===== config.mk =====
export PLATFORM = sky130hd
export DESIGN_NAME = am_bip_inserter
export DESIGN_NICKNAME = d
export VERILOG_FILES = /design/src/rtl/am_bip_inserter.sv
export SDC_FILE = /design/constraint.sdc
export NUM_CORES = 1
export LEC_CHECK = 0
export CORE_MARGIN = 4
export CORE_UTILIZATION = 41
export DETAILED_ROUTE_END_ITERATION = 10
export HOLD_SLACK_MARGIN = 0.06
export PLACE_DENSITY = 0.76
export SLEW_MARGIN = 20
export SYNTH_ARGS = -nofsm -noshare
export SYNTH_HDL_FRONTEND = slang
export SYNTH_SLANG_ARGS = --single-unit

===== constraint.sdc =====
create_clock -name i_clock -period 1.6 [get_ports i_clock]
set_clock_uncertainty 0.1 [all_clocks]
set_input_delay 0.32 -clock i_clock [delete_from_list [all_inputs] [get_ports i_clock]]
set_output_delay 0.32 -clock i_clock [all_outputs]
set_load 0.005 [all_outputs]

===== src/rtl/am_bip_inserter.sv =====
// am_bip_inserter: per-lane alignment marker insertion with running BIP.
// Forwards 66-bit blocks from the lane distributor. Every AM_PERIOD data blocks it
// stalls upstream for one cycle and emits an alignment marker. The marker carries
// the BIP of everything sent on the lane since the previous marker.
//
// Handshake: a transfer happens on a cycle where i_valid && o_ready. o_ready depends
// only on the current state. Upstream may raise or drop i_valid at any time. A block
// offered while o_ready is low is not consumed and must be held or re-offered.
// o_valid marks each cycle whose o_data/o_am_flag is new. The downstream serializer
// never stalls, so there is no ready input on the output side.
module am_bip_inserter #(
    parameter int         NB_DATA   = 66,
    parameter int         AM_PERIOD = 16383,
    parameter logic [7:0] LANE_M0   = 8'hC1,
    parameter logic [7:0] LANE_M1   = 8'h68,
    parameter logic [7:0] LANE_M2   = 8'h21
) (
    input  logic               i_clock,
    input  logic               i_reset,
    input  logic               i_valid,
    input  logic [NB_DATA-1:0] i_data,
    output logic               o_ready,
    output logic               o_valid,
    output logic [NB_DATA-1:0] o_data,
    output logic               o_am_flag
);

    localparam int             CNT_W    = $clog2(AM_PERIOD + 1);
    localparam logic [CNT_W-1:0] CNT_LAST = CNT_W'(AM_PERIOD - 1);
    // A marker's own BIP contribution is fixed. The four byte/complement pairs
    // cancel to 8'h00, and sync header bit 0 flips bip[3].
    localparam logic [7:0]     MARKER_BIP = 8'h08;

    typedef enum logic {
        ST_INSERT = 1'b0,
        ST_PASS   = 1'b1
    } state_t;

    state_t             state_q, state_d;
    logic [CNT_W-1:0]   blk_cnt_q, blk_cnt_d;
    logic [7:0]         acc_q, acc_d;
    logic               valid_q, valid_d;
    logic [NB_DATA-1:0] data_q, data_d;
    logic               am_flag_q, am_flag_d;
    logic [NB_DATA-1:0] marker;

    // Byte-wise XOR of the 8 payload bytes. Sync header bits fold into bip[3] and bip[4].
    function automatic logic [7:0] blk_bip(input logic [NB_DATA-1:0] b);
        logic [7:0] r;
        r = 8'h00;
        for (int k = 0; k < 8; k++) begin
            r = r ^ b[2 + 8*k +: 8];
        end
        r[3] = r[3] ^ b[0];
        r[4] = r[4] ^ b[1];
        return r;
    endfunction

    // Marker block: control sync header, then M0 M1 M2 BIP3 ~M0 ~M1 ~M2 ~BIP3 (byte 0 first).
    assign marker = {~acc_q, ~LANE_M2, ~LANE_M1, ~LANE_M0,
                     acc_q, LANE_M2, LANE_M1, LANE_M0, 2'b01};

    // Next-state, counter, accumulator and output-register computation.
    always_comb begin
        state_d   = state_q;
        blk_cnt_d = blk_cnt_q;
        acc_d     = acc_q;
        valid_d   = 1'b0;
        data_d    = data_q;
        am_flag_d = am_flag_q;
        case (state_q)
            ST_INSERT: begin
                // Marker goes out without waiting for upstream.
                valid_d   = 1'b1;
                am_flag_d = 1'b1;
                data_d    = marker;
                acc_d     = MARKER_BIP;
                state_d   = ST_PASS;
            end
            ST_PASS: begin
                if (i_valid) begin
                    valid_d   = 1'b1;
                    am_flag_d = 1'b0;
                    data_d    = i_data;
                    acc_d     = acc_q ^ blk_bip(i_data);
                    if (blk_cnt_q == CNT_LAST) begin
                        blk_cnt_d = '0;
                        state_d   = ST_INSERT;
                    end else begin
                        blk_cnt_d = blk_cnt_q + 1'b1;
                    end
                end
            end
            default: begin
                state_d = ST_INSERT;
            end
        endcase
    end

    // State and output registers with synchronous reset.
    always_ff @(posedge i_clock) begin
        if (i_reset) begin
            state_q   <= ST_INSERT;
            blk_cnt_q <= '0;
            acc_q     <= 8'h00;
            valid_q   <= 1'b0;
            data_q    <= '0;
            am_flag_q <= 1'b0;
        end else begin
            state_q   <= state_d;
            blk_cnt_q <= blk_cnt_d;
            acc_q     <= acc_d;
            valid_q   <= valid_d;
            data_q    <= data_d;
            am_flag_q <= am_flag_d;
        end
    end

    assign o_ready   = (state_q == ST_PASS);
    assign o_valid   = valid_q;
    assign o_data    = data_q;
    assign o_am_flag = am_flag_q;

endmodule


==> out/metrics.yaml, run 1 <==
r2r_start: "blk_cnt_q[10]$_SDFFE_PP0P_"
crit_path_frequent_cell: "xnor2_1"
ant_nets: 0
cts_tree: "yes"
gr-usage-all-layers_pct: 18.5
rsz0062_at_grt: "true"
area_delta_synth_final_pct: 50.1
cellPowerDensity_mw_per_mm2: 855
hold_depth: 3
wl_per_cell_um: 15.3
dp_hpwl_um: 7960
yosys.area.top_type: "dfxtp_1"
path_clk_slew_ns: 0.09
reg2reg_depth: 6
finalWorstSetupSlack_ns: 0.0409
layout_min_cycle_time_ns: 1.56
clock_sinks: 91
finalHoldViolations: 0
outcome: "completed"
cts.hold.buffers_added: 0
syn_nets: 484
wl_um: 10800
dieHeight_um: 107
min_to: "o_data[7]$_SDFFE_PP0P_"
drive_gt1_share_pct: 19.0
regToRegEndpoint: "blk_cnt_q[3]$_SDFFE_PP0P_"
drtIter0Drc: 86
fin_util_pct: 64.3
crit_required_ns: 1.78
path_max_fanout: 2
p_comb_share_pct: 21.8
slowest_delay_ns: 0.49
worst_skew_pair.late_latency_ns: 0.34
grt_max_degree: 34
synth_area_leaders: "dfxtp_1, mux2i_1, xnor2_1"
dp_slack_ns: -0.555
fin_crit_sh_pct: 97.4
yosysSeqAreaShare_pct: 45.1
switchingPower_mw: 1.37
synth_common_cells: "dfxtp_1, mux2i_1, nor2_1, a21oi_1, xnor2_1"
syn_inst: 413
yosysMostFrequentCell: "dfxtp_1"
tightest_slew_ns: 0.275
synth.avg_cell_area_sq_um: 9.77
fmax_mhz: 641
vias_per_cell: 4.93
grt_pass1_wl_um: 17100
cts_root_buf: "clkbuf_8"
cp-end-kind: "flop"
ys.flop_type: "dfxtp_1"
netlist.area_leader.share_pct: 45.1
grt_pass1_vias: 3612
rows: 35
async_flop_share_pct: 0
portBuffers: 137
vdd_drop_max_v: 0.000432
grt-ovfl-total: 0
n_antenna_cell: 0
drv_cap: 0
crit_chain: "clkdlybuf4s50_1 > xor2_1 > xnor2_1 > xnor2_1 > or3_1 > a21oi_2"
sw_frac_of_total_pct: 26.4
p_int_mw: 3.81
hold_path_class: "in -> reg"
firstDrtPassIters: 4
clockBufferDepth: 2
hp-start: "i_data[7]"
leakage_nw: 2.89
relSlewSlack_pct: 81.5
synth_cell_type_count: 31
drc: 0
antenna_found_initial: 0
numCtsBuffers: 9
initial_core_util_pct: 42.9
synth-edff-count: 0
htreeDepth: 3
vias: 3484
holdWs_ns: 0.187
r2r_setup_slack_ns: 0.08
dieArea_sq_mm: 0.0115
ios: 138
crit_slowest_cell: "clkdlybuf4s50_1"
cp-start-kind: "input port"
p_clk_share_pct: 30.5
slew_violations: 0
gp_congestion: 0.829
syn_area_sq_mm: 0.00404
worstPathArrival_ns: 1.74
seq_power_share_pct: 47.7
setup_violations: 0
core_sq_mm: 0.00942
yosys_warnings: 0
die_w_um: 107
ys_ff_latch: 91
fin_nets: 644
path_class: "in -> reg"
## how the worst max path moves through the flow
stage               start                    end  slack [ns]  cells after the start
2_1_floorplan  i_data[30]  acc_q[4]$_SDFFE_PP0P_        0.05                      5
3_3_place_gp   i_data[38]  acc_q[4]$_SDFFE_PP0P_       -0.49                      6
3_5_place_dp   i_data[30]  acc_q[4]$_SDFFE_PP0P_       -0.55                      6
4_1_cts        i_data[37]  acc_q[3]$_SDFFE_PP0P_        0.01                      6
5_1_grt        i_data[50]  acc_q[0]$_SDFFE_PP0P_       -0.05                      6
6_report       i_data[50]  acc_q[0]$_SDFFE_PP0P_        0.04                      6
## sequential cells by signal, summed over array words and instances, names as in the netlist
| register | flops |
|---|---|
| acc_q | 8 |
| blk_cnt_q | 14 |
| o_am_flag | 1 |
| o_data | 66 |
| o_ready | 1 |
| o_valid | 1 |
## power by group through the flow
| stage | combinational [mW] | sequential, mW | clock [mW] |
|---|---|---|---|
| 2_1_floorplan | 0.577 | 2.51 | 0 |
| 3_3_place_gp | 1.13 | 2.51 | 0 |
| 3_5_place_dp | 1.16 | 2.52 | 0 |
| 4_1_cts | 1.11 | 2.47 | 1.63 |
| 5_1_grt | 1.24 | 2.49 | 1.72 |
| 6_report | 1.13 | 2.47 | 1.58 |
## critical path, delay by kind of cell
family | cells | cell delay [ns]
AND/OR/NAND/NOR | 1 | 0.35
AO/OA/AOI/OAI | 1 | 0.14
XOR/XNOR | 3 | 0.44
buffers and inverters | 1 | 0.49
## layer usage
layer,track usage [%],vias up,share of wire (%)
met5,0,-,0
li1,-,1724,-
met3,5.24,19,5.9
met2,31.9,92,51
met1,22.2,1649,41
met4,5.57,0,1.5
## timing repair
item	CTS	global route
setup endpoints to repair	72	21
pin swaps	8	35
resized for setup	110	31
buffers inserted	0	2
## through the flow
| step | instance area (sq um) | power (mW) | TNS, ns | instances |
|---|---|---|---|---|
| floorplan | 4040 | 3.09 | 0 | 413 |
| global placement | 5760 | 3.65 | -2.66 | 689 |
| detailed placement | 5760 | 3.68 | -3.09 | 689 |
| CTS | 5940 | 5.21 | 0 | 705 |
| global route | 6060 | 5.44 | -0.271 | 707 |
| finish | 6060 | 5.18 | 0 | 707 |
## cell type report
cell class              instances  area, sq um
inverters                       5         18.8
flip-flops and latches         91         1860
repair buffers                174         1640
well taps                     129          161
fillers                       806         3360
clock inverters                 5         62.6
multi-input cells             292         2170
clock buffers                  11          141
## cells by family after synthesis
family	synth area share [%]
compound gates	8.90
xor+xnor	15.2
fa+ha+maj	0.620
buf+inv	3.29
flops	45.1
mux	16.6
simple gates	10.2
## cells in the final DEF (no fill, tap or decap), types with 2 or more instances in the layout
| cell | Yosys | final |
|---|---|---|
| dlygate4sd2_1 | 0 | 78 |
| dfxtp_1 | 91 | 62 |
| mux2i_1 | 58 | 58 |
| nor2_1 | 58 | 57 |
| a21oi_1 | 44 | 41 |
| clkdlybuf4s50_1 | 0 | 39 |
| xnor2_1 | 44 | 38 |
| buf_4 | 3 | 34 |
| dfxtp_2 | 0 | 28 |
| xor2_1 | 21 | 19 |
| dlymetal6s2s_1 | 0 | 18 |
| clkbuf_8 | 0 | 10 |
| nand2_1 | 9 | 9 |
| a211oi_1 | 9 | 8 |
| or3_1 | 8 | 8 |
| mux2_2 | 8 | 8 |
| o21ai_0 | 6 | 6 |
| xnor2_2 | 0 | 6 |
| inv_1 | 5 | 5 |
| nand4_1 | 5 | 5 |
| nand3_1 | 5 | 5 |
| buf_12 | 0 | 4 |
| a21oi_2 | 0 | 3 |
| xor2_2 | 0 | 2 |
| xnor3_1 | 2 | 2 |
| ha_1 | 2 | 2 |
| clkinv_4 | 0 | 2 |
| clkinvlp_4 | 0 | 2 |
No activity file was read; power rests on OpenSTA's default activity.
==> run 2: changes to the inputs <==
--- a/config.mk
+++ b/config.mk
@@ -10,6 +10,7 @@
 export DETAILED_ROUTE_END_ITERATION = 10
 export HOLD_SLACK_MARGIN = 0.06
 export PLACE_DENSITY = 0.76
+export REMOVE_ABC_BUFFERS = 1
 export SLEW_MARGIN = 20
 export SYNTH_ARGS = -nofsm -noshare
 export SYNTH_HDL_FRONTEND = slang
==> run 2 against run 1 <==
Net effect:
- clock-buffer cell count is 2 lower
- non-clock buffer count is 3 lower
- sequential power about the same
- maximum frequency up 0.30%
- register-to-register slack got worse by 0.02 ns
- highest routed layer unchanged
==> out/metrics.yaml, run 2 (synthesized netlist as in run 1, its figures left out) <==
numCtsBuffers: 9
critPathBufInv: 1
n_antenna_cell: 0
cts_root_buf: "clkbuf_8"
final_cells: 703
dp_slack_ns: -0.530
critPathCapture: "acc_q[2]$_SDFFE_PP0P_"
total_power_mw: 5.42
cp-end-kind: "flop"
path_clk_slew_ns: 0.09
crit_slowest_cell: "clkdlybuf4s50_1"
finalWorstSetupSlack_ns: 0.0456
gp_congestion: 0.835
cellPowerDensity_mw_per_mm2: 889
area_delta_synth_final_pct: 51.0
worstPathArrival_ns: 1.74
fin_nets: 641
crit_required_ns: 1.78
cts.hold.buffers_added: 0
vias_per_cell: 4.89
finalHoldViolations: 0
clockBufferDepth: 2
largest_register_ffs: 66
die_w_um: 107
cts_tree: "yes"
grt_pass1_vias: 3455
dieHeight_um: 107
grt_max_degree: 36
cp_top_family: "buffers and inverters"
core_sq_mm: 0.00942
fin_area_sq_mm: 0.00609
cp-startpoint: "i_data[36]"
grt-ovfl-total: 0
dp_hpwl_um: 7610
crit_chain: "clkdlybuf4s50_1 > xnor2_2 > xnor2_1 > xnor2_1 > or3_1 > a21oi_2"
setup_tns_ns: 0
wl_met3_um: 583
fmax_mhz: 643
reg2reg_depth: 6
regToRegEndpoint: "blk_cnt_q[6]$_SDFFE_PP0P_"
ant_nets: 0
leakage_nw: 2.95
crit_path_frequent_cell: "xnor2_1"
top_layer_used: "met4"
dpl_cell_area_sq_mm: 0.00572
setup_violations: 0
outcome: "completed"
holdWs_ns: 0.171
slew_violations: 0
portBuffers: 137
r2r_setup_slack_ns: 0.06
ios: 138
wl_met2_um: 5220
worst-path-stages: 6
final_cell_mix: "dlygate4sd2_1, dfxtp_1, mux2i_1, nor2_1, a21oi_1"
mostFrequentLayoutCell: "dlygate4sd2_1"
slowest_delay_ns: 0.46
htreeDepth: 3
vias: 3439
initial_core_util_pct: 42.9
drtIter0Drc: 113
antenna_found_initial: 0
r2r_start: "blk_cnt_q[6]$_SDFFE_PP0P_"
rows: 35
path_max_fanout: 2
wl_per_cell_um: 14.7
layout_min_cycle_time_ns: 1.55
worst_skew_pair.late_latency_ns: 0.35
drive_gt1_share_pct: 19.3
fin_crit_sh_pct: 97.1
drv_cap: 0
rsz0062_at_grt: "true"
hold_path_class: "in -> reg"
dp_cells: 687
drc: 0
path_class: "in -> reg"
met1_length_um: 4430
dieArea_sq_mm: 0.0115
wl_um: 10300
firstDrtPassIters: 4
cp-start-kind: "input port"
fillCellCount: 786
tightest_slew_ns: 0.415
fin_util_pct: 64.7
grt_pass1_wl_um: 16400
vdd_drop_max_v: 0.000529
relSlewSlack_pct: 72.2
gr-usage-all-layers_pct: 17.6
clock_sinks: 91
[run 2: cell types whose count changed in the layout (fill, tap and decap cells not counted), moves of 2 or more]
| cell | previous run | this run |
|---|---|---|
| xnor2_1 | 38 | 33 |
| clkdlybuf4s50_1 | 39 | 33 |
| buf_12 | 4 | 2 |
| clkinv_4 | 2 | 0 |
| xnor2_2 | 6 | 11 |
| bufinv_16 | 1 | 3 |
| dlymetal6s2s_1 | 18 | 25 |
[run 2: report_power, final]
part | internal [mW] | switching (mW)
logic | 0.628 | 0.478
registers | 2.40 | 0.0636
clock network | 1.03 | 0.817
total | 4.06 | 1.36
[run 2: worst min-delay path by stage]
stage	startpoint	to	slack [ns]	cells past startpoint
2_1_floorplan	i_reset	blk_cnt_q[0]$_SDFFE_PP0P_	0.29	1
4_1_cts	i_data[45]	o_data[45]$_SDFFE_PP0P_	0.26	3
5_1_grt	i_data[55]	o_data[55]$_SDFFE_PP0P_	0.17	3
3_3_place_gp	o_am_flag$_SDFFE_PP0P_	o_am_flag$_SDFFE_PP0P_	0.34	2
3_5_place_dp	o_am_flag$_SDFFE_PP0P_	o_am_flag$_SDFFE_PP0P_	0.35	2
6_report	i_data[20]	o_data[20]$_SDFFE_PP0P_	0.17	3
[run 2: timing repair]
action | 4_1_cts | 5_1_grt
setup endpoints to repair | 71 | 20
buffers inserted | 0 | 1
hold endpoints to repair | 0 | 0
pin swaps | 6 | 33
resized for setup | 105 | 45
[run 2: layout make-up]
cell class | instances | area (sq um) | area share (%)
multi-input cells | 292 | 2210 | 36.2
flip-flops and latches | 91 | 1860 | 30.5
repair buffers | 171 | 1610 | 26.4
well taps | 129 | 161 | 2.65
clock buffers | 9 | 124 | 2.03
clock inverters | 6 | 114 | 1.87
inverters | 5 | 18.8 | 0.308
[run 2: per-layer routing]
layer / GRT usage, % / vias up
met5: 0 / -
met4: 4.29 / 0
met1: 21.4 / 1617
met3: 4.15 / 10
met2: 31.3 / 101
li1: - / 1711
[run 2: tightest hold or removal path: stages]
cell and delay [ns]:
dlymetal6s2s_1 0.12, mux2i_1 0.08, nor2_1 0.07
